===== src/rtl/gpio_disp_shift_sched_if.sv =====
`default_nettype none
// ============================================================================
//  Module   : gpio_disp_shift_sched_if
//  Purpose  : Request/acknowledge bundle between the GPIO register block
//             (master) and the display shift scheduler (slave).
//  Signals  : led_req/led_data/led_ack  - LED chain update handshake
//             seg_req/seg_data/seg_ack  - 7-segment chain update handshake
//             busy                      - scheduler not idle
//  Revision : 1.0  initial release
// ============================================================================
interface gpio_disp_shift_sched_if;
  logic        led_req;
  logic [15:0] led_data;
  logic        led_ack;
  logic        seg_req;
  logic [63:0] seg_data;
  logic        seg_ack;
  logic        busy;

  modport master (
    output led_req, led_data, seg_req, seg_data,
    input  led_ack, seg_ack, busy
  );

  modport slave (
    input  led_req, led_data, seg_req, seg_data,
    output led_ack, seg_ack, busy
  );
endinterface
`default_nettype wire


===== src/rtl/gpio_disp_shift_sched.sv =====
`default_nettype none
// ============================================================================
//  Module   : gpio_disp_shift_sched
//  Purpose  : On-demand shift-out scheduler for the 16-bit LED chain and the
//             64-bit 7-segment chain. Round-robin arbitration between the two
//             requesters, one shared bit-serial engine, registered pins.
//  Ports    : HCLK, HRESETn (async, active-low)
//             bus        - request/ack handshake (slave modport)
//             led_clk/led_pen/led_clr_n/led_do - LED chain pins
//             seg_clk/seg_pen/seg_clr_n/seg_do - segment chain pins
//  Params   : CLK_DIV  - HCLK cycles per shift-clock half period and per
//                        latch strobe (1..255)
//             INIT_CYC - HCLK cycles clr_n is held low after reset
//  Revision : 1.0  initial release
// ============================================================================
module gpio_disp_shift_sched #(
  parameter int CLK_DIV  = 4,
  parameter int INIT_CYC = 8
) (
  input  wire                      HCLK,
  input  wire                      HRESETn,
  gpio_disp_shift_sched_if.slave   bus,
  output logic                     led_clk,
  output logic                     led_pen,
  output logic                     led_clr_n,
  output logic                     led_do,
  output logic                     seg_clk,
  output logic                     seg_pen,
  output logic                     seg_clr_n,
  output logic                     seg_do
);

  typedef enum logic [2:0] {
    ST_INIT     = 3'd0,
    ST_IDLE     = 3'd1,
    ST_SHIFT_LO = 3'd2,
    ST_SHIFT_HI = 3'd3,
    ST_LATCH    = 3'd4
  } state_t;

  localparam logic       c_sel_led   = 1'b0;
  localparam logic       c_sel_seg   = 1'b1;
  localparam logic [7:0] c_div_last  = 8'(CLK_DIV - 1);
  localparam int         c_init_w    = (INIT_CYC > 1) ? $clog2(INIT_CYC) : 1;
  localparam logic [c_init_w-1:0] c_init_last = c_init_w'(INIT_CYC - 1);

  state_t              r_state, w_state_nxt;
  logic [7:0]          r_div, w_div_nxt;
  logic [5:0]          r_bit, w_bit_nxt;
  // Data is held MSB-aligned so the outgoing bit is always bit 63,
  // whichever chain is selected.
  logic [63:0]         r_shift, w_shift_nxt;
  logic                r_sel, w_sel_nxt;
  logic                r_last, w_last_nxt;
  logic [c_init_w-1:0] r_init_cnt, w_init_nxt;
  logic                w_led_ack_nxt, w_seg_ack_nxt;
  logic                w_div_done;

  logic                w_clk_nxt, w_pen_nxt, w_do_nxt, w_run_nxt;
  logic                w_led_sel, w_seg_sel;

  assign w_div_done = (r_div == c_div_last);

  always_comb begin
    w_state_nxt   = r_state;
    w_div_nxt     = r_div;
    w_bit_nxt     = r_bit;
    w_shift_nxt   = r_shift;
    w_sel_nxt     = r_sel;
    w_last_nxt    = r_last;
    w_init_nxt    = r_init_cnt;
    w_led_ack_nxt = 1'b0;
    w_seg_ack_nxt = 1'b0;
    case (r_state)
      ST_INIT: begin
        if (r_init_cnt == c_init_last) begin
          w_state_nxt = ST_IDLE;
        end else begin
          w_init_nxt = r_init_cnt + 1'b1;
        end
      end
      ST_IDLE: begin
        // On a tie the requester that was not served last wins.
        if (bus.led_req && (!bus.seg_req || (r_last == c_sel_seg))) begin
          w_sel_nxt     = c_sel_led;
          w_last_nxt    = c_sel_led;
          w_shift_nxt   = {bus.led_data, 48'd0};
          w_bit_nxt     = 6'd15;
          w_led_ack_nxt = 1'b1;
          w_div_nxt     = 8'd0;
          w_state_nxt   = ST_SHIFT_LO;
        end else if (bus.seg_req) begin
          w_sel_nxt     = c_sel_seg;
          w_last_nxt    = c_sel_seg;
          w_shift_nxt   = bus.seg_data;
          w_bit_nxt     = 6'd63;
          w_seg_ack_nxt = 1'b1;
          w_div_nxt     = 8'd0;
          w_state_nxt   = ST_SHIFT_LO;
        end
      end
      ST_SHIFT_LO: begin
        if (w_div_done) begin
          w_div_nxt   = 8'd0;
          w_state_nxt = ST_SHIFT_HI;
        end else begin
          w_div_nxt = r_div + 8'd1;
        end
      end
      ST_SHIFT_HI: begin
        if (w_div_done) begin
          w_div_nxt = 8'd0;
          if (r_bit == 6'd0) begin
            w_state_nxt = ST_LATCH;
          end else begin
            w_shift_nxt = {r_shift[62:0], 1'b0};
            w_bit_nxt   = r_bit - 6'd1;
            w_state_nxt = ST_SHIFT_LO;
          end
        end else begin
          w_div_nxt = r_div + 8'd1;
        end
      end
      ST_LATCH: begin
        if (w_div_done) begin
          w_div_nxt   = 8'd0;
          w_state_nxt = ST_IDLE;
        end else begin
          w_div_nxt = r_div + 8'd1;
        end
      end
      default: w_state_nxt = ST_INIT;
    endcase
  end

  // Pin values are decoded from the next state so every pin comes straight
  // out of a flop and lines up with the state it belongs to.
  assign w_run_nxt = (w_state_nxt == ST_SHIFT_LO) || (w_state_nxt == ST_SHIFT_HI);
  assign w_clk_nxt = (w_state_nxt == ST_SHIFT_HI);
  assign w_pen_nxt = (w_state_nxt == ST_LATCH);
  assign w_do_nxt  = w_run_nxt & w_shift_nxt[63];
  assign w_led_sel = (w_sel_nxt == c_sel_led);
  assign w_seg_sel = (w_sel_nxt == c_sel_seg);

  always_ff @(posedge HCLK or negedge HRESETn) begin
    if (!HRESETn) begin
      r_state     <= ST_INIT;
      r_div       <= 8'd0;
      r_bit       <= 6'd0;
      r_shift     <= 64'd0;
      r_sel       <= c_sel_led;
      r_last      <= c_sel_seg;
      r_init_cnt  <= '0;
      bus.led_ack <= 1'b0;
      bus.seg_ack <= 1'b0;
      bus.busy    <= 1'b1;
      led_clk     <= 1'b0;
      led_pen     <= 1'b0;
      led_do      <= 1'b0;
      led_clr_n   <= 1'b0;
      seg_clk     <= 1'b0;
      seg_pen     <= 1'b0;
      seg_do      <= 1'b0;
      seg_clr_n   <= 1'b0;
    end else begin
      r_state     <= w_state_nxt;
      r_div       <= w_div_nxt;
      r_bit       <= w_bit_nxt;
      r_shift     <= w_shift_nxt;
      r_sel       <= w_sel_nxt;
      r_last      <= w_last_nxt;
      r_init_cnt  <= w_init_nxt;
      bus.led_ack <= w_led_ack_nxt;
      bus.seg_ack <= w_seg_ack_nxt;
      bus.busy    <= (w_state_nxt != ST_IDLE);
      led_clk     <= w_clk_nxt & w_led_sel;
      led_pen     <= w_pen_nxt & w_led_sel;
      led_do      <= w_do_nxt  & w_led_sel;
      seg_clk     <= w_clk_nxt & w_seg_sel;
      seg_pen     <= w_pen_nxt & w_seg_sel;
      seg_do      <= w_do_nxt  & w_seg_sel;
      // INIT is only entered from reset, so clr_n stays high once released.
      led_clr_n   <= (w_state_nxt != ST_INIT);
      seg_clr_n   <= (w_state_nxt != ST_INIT);
    end
  end

endmodule
`default_nettype wire


===== src/flat_wrapper.sv =====
// flat-port wrapper written by rule: the top's interface ports become plain ports
module gpio_disp_shift_sched_flat 
#(
  parameter int CLK_DIV  = 4,
  parameter int INIT_CYC = 8
)
  (HCLK, HRESETn, led_clk, led_pen, led_clr_n, led_do, seg_clk, seg_pen, seg_clr_n, seg_do, bus_led_req, bus_led_data, bus_seg_req, bus_seg_data, bus_led_ack, bus_seg_ack, bus_busy);
  gpio_disp_shift_sched_if bus_i ();
  input  wire HCLK;
  input  wire HRESETn;
  output logic led_clk;
  output logic led_pen;
  output logic led_clr_n;
  output logic led_do;
  output logic seg_clk;
  output logic seg_pen;
  output logic seg_clr_n;
  output logic seg_do;
  input wire logic [$bits(bus_i.led_req)-1:0] bus_led_req;
  input wire logic [$bits(bus_i.led_data)-1:0] bus_led_data;
  input wire logic [$bits(bus_i.seg_req)-1:0] bus_seg_req;
  input wire logic [$bits(bus_i.seg_data)-1:0] bus_seg_data;
  output wire logic [$bits(bus_i.led_ack)-1:0] bus_led_ack;
  output wire logic [$bits(bus_i.seg_ack)-1:0] bus_seg_ack;
  output wire logic [$bits(bus_i.busy)-1:0] bus_busy;
  assign bus_i.led_req = bus_led_req;
  assign bus_i.led_data = bus_led_data;
  assign bus_i.seg_req = bus_seg_req;
  assign bus_i.seg_data = bus_seg_data;
  assign bus_led_ack = bus_i.led_ack;
  assign bus_seg_ack = bus_i.seg_ack;
  assign bus_busy = bus_i.busy;
  gpio_disp_shift_sched #(.CLK_DIV(CLK_DIV), .INIT_CYC(INIT_CYC)) u_core (.HCLK(HCLK), .HRESETn(HRESETn), .bus(bus_i), .led_clk(led_clk), .led_pen(led_pen), .led_clr_n(led_clr_n), .led_do(led_do), .seg_clk(seg_clk), .seg_pen(seg_pen), .seg_clr_n(seg_clr_n), .seg_do(seg_do));
endmodule

===== config.mk =====
export PLATFORM = sky130hd
export DESIGN_NAME = gpio_disp_shift_sched_flat
export DESIGN_NICKNAME = d
export VERILOG_FILES = /design/src/rtl/gpio_disp_shift_sched_if.sv /design/src/rtl/gpio_disp_shift_sched.sv /design/src/flat_wrapper.sv
export SDC_FILE = /design/constraint.sdc
export NUM_CORES = 1
export LEC_CHECK = 0
export ABC_AREA = 1
export CAP_MARGIN = 20
export CORE_AREA = 2 2 130 132
export DETAILED_ROUTE_END_ITERATION = 16
export DIE_AREA = 0 0 132 134
export PLACE_DENSITY = 0.61
export SYNTH_ARGS = -nofsm -noshare
export SYNTH_HDL_FRONTEND = slang
export SYNTH_SLANG_ARGS = --single-unit

===== constraint.sdc =====
create_clock -name HCLK -period 1.7 [get_ports HCLK]
set_input_delay 0.255 -clock HCLK [delete_from_list [all_inputs] [get_ports HCLK]]
set_output_delay 0.255 -clock HCLK [all_outputs]
set_load 0.01 [all_outputs]

=== Word-level counts from Yosys, hierarchy flattened ===
Index checks and enable logic that the tools add are counted.
Widths: inputs -> output; s select.

* Register bits: 96
* Bits of input ports: 84
* Output and inout bits: 11
* Word-level logic and storage cells: 90

* $add $sub $neg: 3
* Equal/unequal tests: 13
* Muxes and demuxes: 32
* Bitwise gates (word level): 9
* Reduce and logical (&&, ||, !) cells: 15

{| class="wikitable"
|+ Operators by type and width
! cell !! count
|-
| $mux 64 || 4
|-
| $pmux 64 s2 || 1
|-
| $mux 6 || 4
|-
| $mux 8 || 3
|-
| $mux 3 || 7
|-
| $pmux 8 s2 || 1
|-
| $pmux 3 s5 || 1
|-
| $eq 3x2->1 const B || 4
|-
| $pmux 6 s2 || 1
|-
| $mux 1 || 10
|-
| $eq 3x3->1 const B || 3
|-
| $add 8x1->8 const B || 1
|-
| $eq 8x2->1 const B || 1
|-
| $and 1x1->1 || 7
|-
| $logic_not 6->1 || 1
|-
| $reduce_and 2->1 || 3
|-
| $reduce_bool 2->1 || 3
|-
| $sub 6x1->6 const B || 1
|-
| $reduce_and 4->1 || 1
|-
| $add 3x1->3 const B || 1
|-
| $eq 3x1->1 const B || 1
|-
| $logic_not 3->1 || 1
|-
| $ne 3x1->1 const B || 1
|-
| $ne 3x2->1 const B || 1
|-
| other kinds (8) || 10
|}

=== Depth between registers and ports, before layout ===
Gate-level depths: netlist of the first run.

* Depth after elaboration: 9
* Mapped depth: 9
* Mapped depth without buffers: 9

=== Worst setup path before layout of the first run ===
No wires, ideal clock.

* Path kind: flip-flop to flip-flop
* Start point: reg u_core.r_div[0]
* End point: reg u_core.r_shift[28]
* Setup time: 0.128 ns
* Arrival time: 1.360 ns
* Data required time: 1.572 ns
* Slack: 0.212 ns
* Stages on the path, launching flop included: 9
* Buffers on the path: 2
* Clock period less this slack: 1.488 ns
* Cell sequence: dfrtp_1 > ha_1 > nand2_1 > nor2_4 > nand3_4 > buf_6 > buf_6 > nand3_1 > o211ai_2

* Cells in the longest elaborated chain, start to end: 3

{| class="wikitable"
|+ Ends and longest elaborated chain
! item !! RTL line !! source
|-
| start: declaration || gpio_disp_shift_sched.sv:48 || <nowiki>logic [7:0] r_div, w_div_nxt;</nowiki>
|-
| start signal: assignment || gpio_disp_shift_sched.sv:167 || <nowiki>r_div <= w_div_nxt;</nowiki>
|-
| $eq 8x2->1 || gpio_disp_shift_sched.sv:62 || <nowiki>assign w_div_done = (r_div == c_div_last);</nowiki>
|-
| $ne 2x1->1 (no source line) || -- ||
|-
| $reduce_and 4->1 (no source line) || -- ||
|-
| end signal: assignment || gpio_disp_shift_sched.sv:169 || <nowiki>r_shift <= w_shift_nxt;</nowiki>
|-
| end: declaration || gpio_disp_shift_sched.sv:52 || <nowiki>logic [63:0] r_shift, w_shift_nxt;</nowiki>
|}

Every way passes these cells.
A chain may end at the register's enable or synchronous reset.

=== Final worst setup path of the first run ===
* Start point: reg u_core.bus.busy
* End point: out bus_busy

{| class="wikitable"
|+ RTL lines
! item !! RTL line !! source
|-
| start: declaration || gpio_disp_shift_sched_if.sv:27 || <nowiki>output led_ack, seg_ack, busy</nowiki>
|-
| start signal: assignment || gpio_disp_shift_sched.sv:175 || <nowiki>bus.busy <= (w_state_nxt != ST_IDLE);</nowiki>
|-
| end: declaration || flat_wrapper.sv:25 || <nowiki>output wire logic [$bits(bus_i.busy)-1:0] bus_busy;</nowiki>
|}

No word-level cell between the ends.

==> run_results.csv, run 1 <==
group,metric,value,unit
setup_path,cp_slowest_cell,"dfstp_2",
sta,worstMarginPinSlew,0.408,ns
clocking,cts_buffer_depth,2,
setup_path,r2r_start,"u_core.r_div[1]",
synth,seq_area_frac_synth,0.516,
synth,yosysUniqueCellTypes,36,
finish,n_antenna_cell,0,
finish,area_growth,40.4,%
finish,fill_cells,1579,
clocking,clkTransAtPathRegs,0.07,ns
sta,finalClockSkew,0.00948,ns
setup_path,rr_worst_depth,8,
drt,drc,0,
clocking,clockRootBuffer,"clkbuf_16",
synth,syn-instance-count,505,
grt,grt_pass1_vias,4076,
sta,setup_viol,0,
synth,syn_area,0.00466,mm²
sta,maxSlewViolCount,0,
setup_path,critPathKind,"reg2out",
die,start_util,0.286,
pwr,leakage,2.74,nW
synth,syn_avg_cell_area,9.23,µm²
grt,grt_max_degree,39,
sta,rsz0062_at_grt,"yes",
drt,via_per_inst,4.53,
setup_path,path_buf_inv,1,
placed_design,gp_congestion,0.789,
drt,dr.pass1.iters,4,
placed_design,dp_hpwl,8110,µm
drt,vias,3854,
synth,synth-seq-cells,96,
sta,fmax,608,MHz
clocking,cts_buffers,9,
grt,antenna_found_initial,0,
finish,layout-drive-gt1-share,0.175,
die,io_pins,95,
setup_path,path_cells,"clkdlybuf4s50_1",
sta,min_period_over_period,0.968,
die,placementRows,47,
job,drv_cap,0,
clocking,clock_latency,0.35,ns
setup_path,endpoint_kind,"output port",
placed_design,io_buffers,94,
pwr,pwr_density_cell,755,mW/mm²
setup_path,slowest_delay,0.52,ns
grt,grt_first_pass_wirelength,20100,µm
clocking,cts_tree,"built",
sta,hold_violations,0,
drt,antenna_left,0,
synth,syn_nets,593,
drt,wirelength,11900,µm
clocking,h-tree-depth,3,
grt,overflow,0,
die,die_w,132,µm
drt,dr.first_iter.drc_count,222,
setup_path,critPathTopFamily,"flip-flops",
setup_path,path_max_fanout,1,
die,die_area,0.0177,mm²
setup_path,required,1.44,ns
pwr,irDropWorstVdd,0.000447,V
hold_path,hold_class,"in2async",
setup_path,cp-start-kind,"register",
die,core-area,0.0163,mm²
finish,fin_util,0.402,
clocking,cts_sinks,96,
synth,ys_warn_count,0,
drt,wl_per_cell,14.0,µm
finish,fin_nets,713,
sta,slew_headroom,0.728,
setup_path,regToRegEndpoint,"u_core.r_bit[3]",
setup_path,crit_arrival,1.39,ns
sta,min_period,1.65,ns
sta,holdWs,0.385,ns
outcome,outcome,"completed",
setup_path,rrSetupSlack,0.06,ns
die,chipHeight,134,µm
grt,grt.total_usage,0.141,
sta,fin_tns_setup,0,ns
==> power breakdown <==
group | switching, mW | total (mW) | internal [mW]
Combinational | 0.0875 | 0.270 | 0.183
Clock | 0.902 | 2.39 | 1.49
Sequential | 0 | 2.28 | 2.28
==> layout make-up <==
class,instances,area (µm²),share of cell area
flip-flops and latches,96,2410,0.368
inverters,48,195,0.0298
clock inverters,6,113,0.0172
well taps,220,275,0.0421
clock buffers,10,239,0.0365
multi-input cells,334,1950,0.298
repair buffers,135,1360,0.207
repair inverters,1,8.76,0.00134
==> synth_stat cells <==
library cell / instances / area share
xnor2_1: 2 / 0.0038
nand3b_1: 1 / 0.0016
a22oi_1: 7 / 0.011
buf_4: 3 / 0.0048
nor2_4: 2 / 0.0048
a21o_1: 1 / 0.0016
ha_1: 4 / 0.011
buf_2: 12 / 0.013
a31oi_1: 2 / 0.0027
xor2_1: 4 / 0.0075
buf_6: 6 / 0.014
mux2_2: 2 / 0.0048
a21oi_2: 1 / 0.0019
inv_2: 6 / 0.0048
o21ai_1: 4 / 0.0043
o22ai_1: 3 / 0.0040
o21ai_2: 1 / 0.0019
o211ai_2: 27 / 0.072
nor3_1: 1 / 0.0011
nand3_1: 45 / 0.048
nor2_1: 29 / 0.023
o21ai_0: 6 / 0.0064
nand3_4: 1 / 0.0038
dfrtp_1: 94 / 0.50
nor2_2: 1 / 0.0013
clkbuf_1: 5 / 0.0040
nand4_1: 19 / 0.026
nand3_2: 2 / 0.0043
nand2_1: 134 / 0.11
nand2_2: 1 / 0.0013
dfstp_2: 2 / 0.011
o211ai_1: 27 / 0.043
inv_1: 42 / 0.034
o21bai_1: 1 / 0.0016
buf_1: 1 / 0.00080
a21oi_1: 6 / 0.0064
==> placed cells by master (no fill, tap or decap), types with 5 or more instances in the layout <==
cell type / instances
nand3_1: 45
o211ai_1: 27
nand2_1: 132
clkdlybuf4s50_1: 93
clkbuf_16: 10
buf_4: 30
buf_12: 6
o21ai_0: 6
dfrtp_1: 93
inv_1: 42
o211ai_2: 27
a22oi_1: 7
nor2_1: 29
a21oi_1: 5
nand4_1: 19
==> sequential cells by signal (all words and copies together) (netlist names), 3 cells and up <==
name	cells
u_core.r_bit	6
u_core.r_state	3
u_core.r_shift	64
u_core.r_init_cnt	3
u_core.r_div	8
==> logic make-up after synthesis <==
logic type | Yosys count | synth area share
AOI/OAI and AO/OA | 86 | 0.158
xor gates and xnor gates | 6 | 0.0113
adders and majority gates | 4 | 0.0107
buffers and inverters | 75 | 0.0757
DFF | 96 | 0.516
muxes | 2 | 0.00483
and+or+nand+nor | 236 | 0.223
==> worst max path at each step <==
stage	start	end	cells past startpoint
floorplan	u_core.r_div[0]	u_core.r_shift[28]	8
global placement	u_core.r_div[1]	u_core.r_shift[47]	7
detailed placement	bus_led_req	u_core.led_do	9
CTS	u_core.r_div[1]	u_core.r_bit[3]	8
global route	u_core.r_div[1]	u_core.r_bit[3]	8
finish	u_core.bus.busy	bus_busy	1
==> layer usage <==
metal	up-vias	global-route usage	wire [µm]
met2	83	0.225	5630
met3	8	0.0325	557
li1	1950	-	-
met1	1813	0.187	5590
met5	-	0	0
met4	0	0.0543	109
==> stage by stage <==
stage                     cells  total power, mW  instance area [µm²]  setup slack, ns
after floorplan             505             2.33                 4660            0.212
after global placement      825             2.60                 6030           -0.119
after detailed placement    825             2.60                 6030           -0.139
after CTS                   842             5.00                 6400          0.00124
after global routing        850             5.11                 6540          -0.0744
final                       850             4.94                 6540           0.0544
==> repair_timing <==
item,4_1_cts,5_1_grt
endpoints found under the hold margin,25,0
hold buffers,1,0
setup endpoints to repair,28,68
buffers inserted,0,6
gates cloned,0,2
pin swaps,2,4
resized for setup,1,18
(Power assumes the default switching activity.)
==> inputs of run 2 (changes only) <==
Settings changed: PLACE_DENSITY 0.61 to 0.62.
Clock period 1.7 ns to 1.45 ns, I/O delays scaled along.
==> run 2 against run 1 <==
The run now ends with setup timing left. Count of clock-buffer cells in the layout up 1. Sequential share of layout area is 1.4 points lower. Clock skew shrank 0.0034 ns. Critical path depth is 6 higher. Sequential power rose by 18%. Total power is 9.3% higher. Hold slack lost 0.021 ns. Final area up 4.0%. Wire length grew 2.9%. Cell count increased by 2.6%. Combinational power increased by 16%. Global-route usage grew 0.31 points.
==> run_results.csv, run 2 (synthesis results as in run 1) <==
group,metric,value,unit
placed_design,io_buffers,94,
placed_design,dp_hpwl,8870,µm
clocking,cts_sinks,96,
setup_path,path_max_fanout,22,
clocking,cts_buffer_depth,2,
setup_path,regToRegEndpoint,"u_core.r_shift[58]",
finish,fin_cells,872,
die,io_pins,95,
setup_path,crit_end,"u_core.r_shift[58]",
die,die_area,0.0177,mm²
sta,min_period,1.55,ns
setup_path,rr_worst_depth,7,
finish,reg_top3,"u_core.r_shift (64), u_core.r_div (8), u_core.r_bit (6)",
finish,n_antenna_cell,0,
clocking,cts_tree,"built",
finish,fin_area,0.00681,mm²
finish,largest_register_ffs,64,
setup_path,cp-start-kind,"register",
setup_path,crit_arrival,1.76,ns
pwr,combPwrFrac,0.058,
placed_design,gp_congestion,0.802,
sta,slew_headroom,0.713,
finish,layout-drive-gt1-share,0.242,
drt,wirelength,12200,µm
finish,fin_nets,735,
pwr,pwr_density_cell,794,mW/mm²
grt,overflow,0,
placed_design,place_area,0.00626,mm²
sta,fin_ws,-0.0997,ns
die,chipHeight,134,µm
sta,fmax,645,MHz
drt,vias,4033,
job,drv_cap,0,
finish,mostFrequentLayoutCells,"nand2_1 (126), dfrtp_1 (94), clkdlybuf4s50_1 (83)",
outcome,outcome,"complete, but fails checks",
drt,drc,0,
sta,hold_violations,0,
sta,min_period_over_period,1.07,
setup_path,r2r_start,"u_core.r_div[1]",
pwr,finalPower,5.40,mW
setup_path,crit_path_start,"u_core.r_div[1]",
pwr,irDropWorstVdd,0.000763,V
setup_path,critPathKind,"reg2reg",
die,die_w,132,µm
sta,worstMarginPinSlew,0.431,ns
pwr,seqPwrFrac,0.496,
pwr,swShare,0.209,
drt,dr.first_iter.drc_count,154,
pwr,pwr-share-clk,0.446,
clocking,clkTransAtPathRegs,0.06,ns
clocking,cts_buffers,9,
setup_path,endpoint_kind,"register",
grt,antenna_found_initial,0,
clocking,clockRootBuffer,"clkbuf_16",
drt,antenna_left,0,
hold_path,hold_class,"in2async",
drt,via_per_inst,4.63,
sta,rsz0062_at_grt,"yes",
drt,dr.pass1.iters,5,
die,core-area,0.0163,mm²
pwr,p_int,4.27,mW
finish,area_growth,46.0,%
sta,maxSlewViolCount,0,
finish,final_common_cell,"nand2_1",
clocking,clock_latency,0.34,ns
die,start_util,0.286,
placed_design,dp_cells,848,
pwr,leakage,2.97,nW
die,placementRows,47,
grt,grt_first_pass_wirelength,20700,µm
grt,grt_pass1_vias,4259,
pwr,switchingPower,1.13,mW
finish,regMostFlops,"u_core.r_shift",
grt,grt_max_degree,34,
grt,grt.total_usage,0.144,
drt,wl_per_cell,14.0,µm
finish,fin_util,0.418,
sta,setup_viol,76,
clocking,h-tree-depth,3,
sta,finalClockSkew,0.00605,ns
setup_path,rrSetupSlack,-0.1,ns
setup_path,required,1.66,ns
outcome,failed_checks,"setup timing",
-- run 2: cell types whose count changed in the layout (fill, tap and decap cells not counted), moves of 4 or more --
cell             change
buf_4               +15
nand2_1              -6
dlygate4sd2_1        +7
buf_12               +4
nand2_2              +6
clkdlybuf4s50_1     -10
nand3_1             -12
nand3_2             +11
nor2_2               +6
nor2_1               -6
-- run 2: per-layer routing --
metal / part of all wire / track usage
met1: 0.47 / 0.190
met2: 0.48 / 0.239
met3: 0.044 / 0.0268
met4: 0.0071 / 0.0495
met5: 0 / 0
-- run 2: worst max-delay path: stages, from the launching register on --
cell and delay, ns:
dfrtp_1 0.36, ha_2 0.19, nand2_2 0.07, nor2_4 0.19, nand3_4 0.17, buf_6 0.22, nand3_1 0.11, o211ai_2 0.10
-- run 2: cell type report --
cell class / instances / area [µm²]
Tap cell: 220 / 275
Clock buffer: 11 / 243
Sequential cell: 96 / 2400
Fill cell: 1583 / 9480
Clock inverter: 5 / 56.3
Multi-Input combinational cell: 334 / 2060
Inverter: 48 / 183
Timing Repair Buffer: 158 / 1590
-- run 2: timing repair --
action | CTS | global route
endpoints found under the hold margin | 24 | 0
setup buffers | 6 | 2
pin swaps | 3 | 5
hold buffers | 1 | 0
resized for setup | 27 | 36
endpoints found under the setup margin | 84 | 89
-- run 2: worst min-delay path by stage --
stage | startpoint | cells after the start | slack, ns | endpoint
global route | HRESETn | 2 | 0.40 | u_core.r_div[2]
CTS | HRESETn | 2 | 0.37 | u_core.r_div[2]
global placement | HRESETn | 1 | 0.18 | u_core.r_div[6]
detailed placement | HRESETn | 1 | 0.18 | u_core.r_div[2]
floorplan | HRESETn | 0 | -0.08 | u_core.bus.led_ack
finish | HRESETn | 2 | 0.36 | u_core.r_div[2]
-- run 2: through the flow --
stage                     hold slack (ns)  setup WS [ns]  setup TNS, ns
final                               0.363        -0.0997          -4.01
after floorplan                   -0.0781        0.00486              0
after CTS                           0.367         -0.104          -2.95
after global routing                0.401         -0.195         -11.34
after detailed placement            0.183         -0.314         -19.96
after global placement              0.181         -0.301         -18.06
-- run 2: power groups by stage --
stage	logic, mW	clock network [mW]	registers (mW)
after global placement	0.315	0	2.73
after CTS	0.317	2.49	2.68
after global routing	0.338	2.59	2.67
after floorplan	0.00513	0	2.73
after detailed placement	0.312	0	2.73
final	0.312	2.41	2.68
==> inputs of run 3 (changes only) <==
Settings changed: TNS_END_PERCENT from default to 5.
==> run 3 against run 2 <==
The run still ends with setup timing left. Final area decreased by 1.1%. Non-clock buffer count decreased by 4. Worst setup slack better by 0.011 ns. Global-route usage about the same. Sequential power is essentially flat.
==> run_results.csv, run 3 (synthesis results as in run 1) <==
group,metric,value,unit
sta,fmax,650,MHz
setup_path,path_max_fanout,22,
pwr,pwr_density_cell,802,mW/mm²
placed_design,place_area,0.00626,mm²
grt,grt.total_usage,0.144,
sta,hold_violations,0,
job,drv_cap,0,
sta,min_period_over_period,1.06,
clocking,h-tree-depth,3,
finish,layout-drive-gt1-share,0.228,
hold_path,hold_class,"in2async",
drt,wl_per_cell,14.0,µm
drt,drc,0,
die,die_area,0.0177,mm²
finish,final_common_cell,"nand2_1",
drt,wirelength,12200,µm
sta,setup_viol,72,
die,io_pins,95,
drt,via_per_inst,4.65,
setup_path,path_buf_inv,1,
sta,worstMarginPinSlew,0.422,ns
clocking,cts_buffers,9,
die,start_util,0.286,
drt,dr.first_iter.drc_count,175,
placed_design,io_buffers,94,
drt,dr.pass1.iters,5,
setup_path,slowest_delay,0.36,ns
clocking,clock_latency,0.34,ns
setup_path,critPathKind,"reg2reg",
outcome,failed_checks,"setup timing",
clocking,cts_buffer_depth,2,
setup_path,critPathTopFamily,"simple AND/OR/NAND/NOR gates",
grt,antenna_found_initial,0,
finish,area_growth,44.4,%
grt,grt_first_pass_wirelength,20600,µm
finish,n_antenna_cell,0,
clocking,clkTransAtPathRegs,0.06,ns
die,chipHeight,134,µm
setup_path,endpoint_kind,"register",
grt,overflow,0,
setup_path,cp-start-kind,"register",
drt,vias,4036,
clocking,cts_sinks,96,
sta,fin_ws,-0.0883,ns
drt,antenna_left,0,
sta,maxSlewViolCount,0,
setup_path,crit_arrival,1.75,ns
grt,grt_max_degree,34,
placed_design,dp_hpwl,8870,µm
grt,grt_pass1_vias,4240,
outcome,outcome,"complete, but fails checks",
sta,finalClockSkew,0.00563,ns
finish,reg_top3,"u_core.r_shift (64), u_core.r_div (8), u_core.r_bit (6)",
clocking,cts_tree,"built",
finish,fin_area,0.00673,mm²
pwr,leakage,2.93,nW
sta,rsz0062_at_grt,"yes",
clocking,clockRootBuffer,"clkbuf_16",
finish,regMostFlops,"u_core.r_shift",
setup_path,required,1.66,ns
finish,mostFrequentLayoutCells,"nand2_1 (127), dfrtp_1 (94), clkdlybuf4s50_1 (83)",
die,placementRows,47,
pwr,finalPower,5.40,mW
setup_path,path_cells,"ha_2 -> nand2_2 -> nor2_4 -> nand3_4 -> buf_6 -> nand3_1 -> o211ai_2",
die,core-area,0.0163,mm²
setup_path,cp_slowest_cell,"dfrtp_1",
die,die_w,132,µm
sta,slew_headroom,0.719,
finish,fin_nets,731,
pwr,irDropWorstVdd,0.000762,V
sta,min_period,1.54,ns
placed_design,gp_congestion,0.802,
finish,largest_register_ffs,64,
run 3: layout make-up:
class / instances / area (µm²)
fillers: 1597 / 9560
flip-flops and latches: 96 / 2400
multi-input cells: 334 / 2030
repair buffers: 154 / 1540
well taps: 220 / 275
clock buffers: 11 / 243
inverters: 48 / 180
clock inverters: 5 / 56.3
run 3: where the power goes:
group / internal, mW / switching (mW) / leakage [nW]
clock: 1.38 / 1.02 / 0.145
sequential: 2.68 / 0 / 1.00
combinational: 0.210 / 0.104 / 1.79
total: 4.27 / 1.13 / 2.93
run 3: repair_timing:
| action | 4_1_cts | 5_1_grt |
|---|---|---|
| resized for setup | 19 | 31 |
| pin swaps | 1 | 4 |
| cloned | 0 | 0 |
| setup endpoints to repair | 84 | 89 |
| endpoints found under the hold margin | 24 | 0 |
| hold buffers | 1 | 0 |
| setup buffers | 3 | 1 |
run 3: through the flow:
stage / setup TNS (ns) / worst slack (ns) / util / hold slack [ns] / std cells
3_3_place_gp: -18.06 / -0.301 / 0.384 / 0.181 / 848
6_report: -3.05 / -0.0883 / 0.413 / 0.362 / 868
3_5_place_dp: -19.96 / -0.314 / 0.384 / 0.183 / 848
2_1_floorplan: 0 / 0.00486 / - / -0.0781 / 505
4_1_cts: -4.05 / -0.111 / 0.407 / 0.367 / 868
5_1_grt: -11.40 / -0.192 / 0.413 / 0.401 / 868
run 3: metal layers:
metal	wire, µm	vias up	GRT usage
li1	-	1990	-
met1	5600	1950	0.188
met2	5860	89	0.238
met3	621	7	0.0272
met4	79	0	0.0501
met5	0	-	0
run 3: worst paths after layout:
kind | cells past startpoint | slack, ns | endpoint | startpoint
max reg2reg | 7 | -0.09 | u_core.r_shift[58] | u_core.r_div[1]
max | 7 | -0.09 | u_core.r_shift[58] | u_core.r_div[1]
min in group HCLK | 3 | 0.44 | u_core.r_shift[0] | bus_seg_data[0]
min reg2reg | 2 | 0.50 | u_core.r_last | u_core.r_last
min | 2 | 0.36 | u_core.r_div[2] | HRESETn
max in group asynchronous | 3 | 0.52 | u_core.r_bit[2] | HRESETn
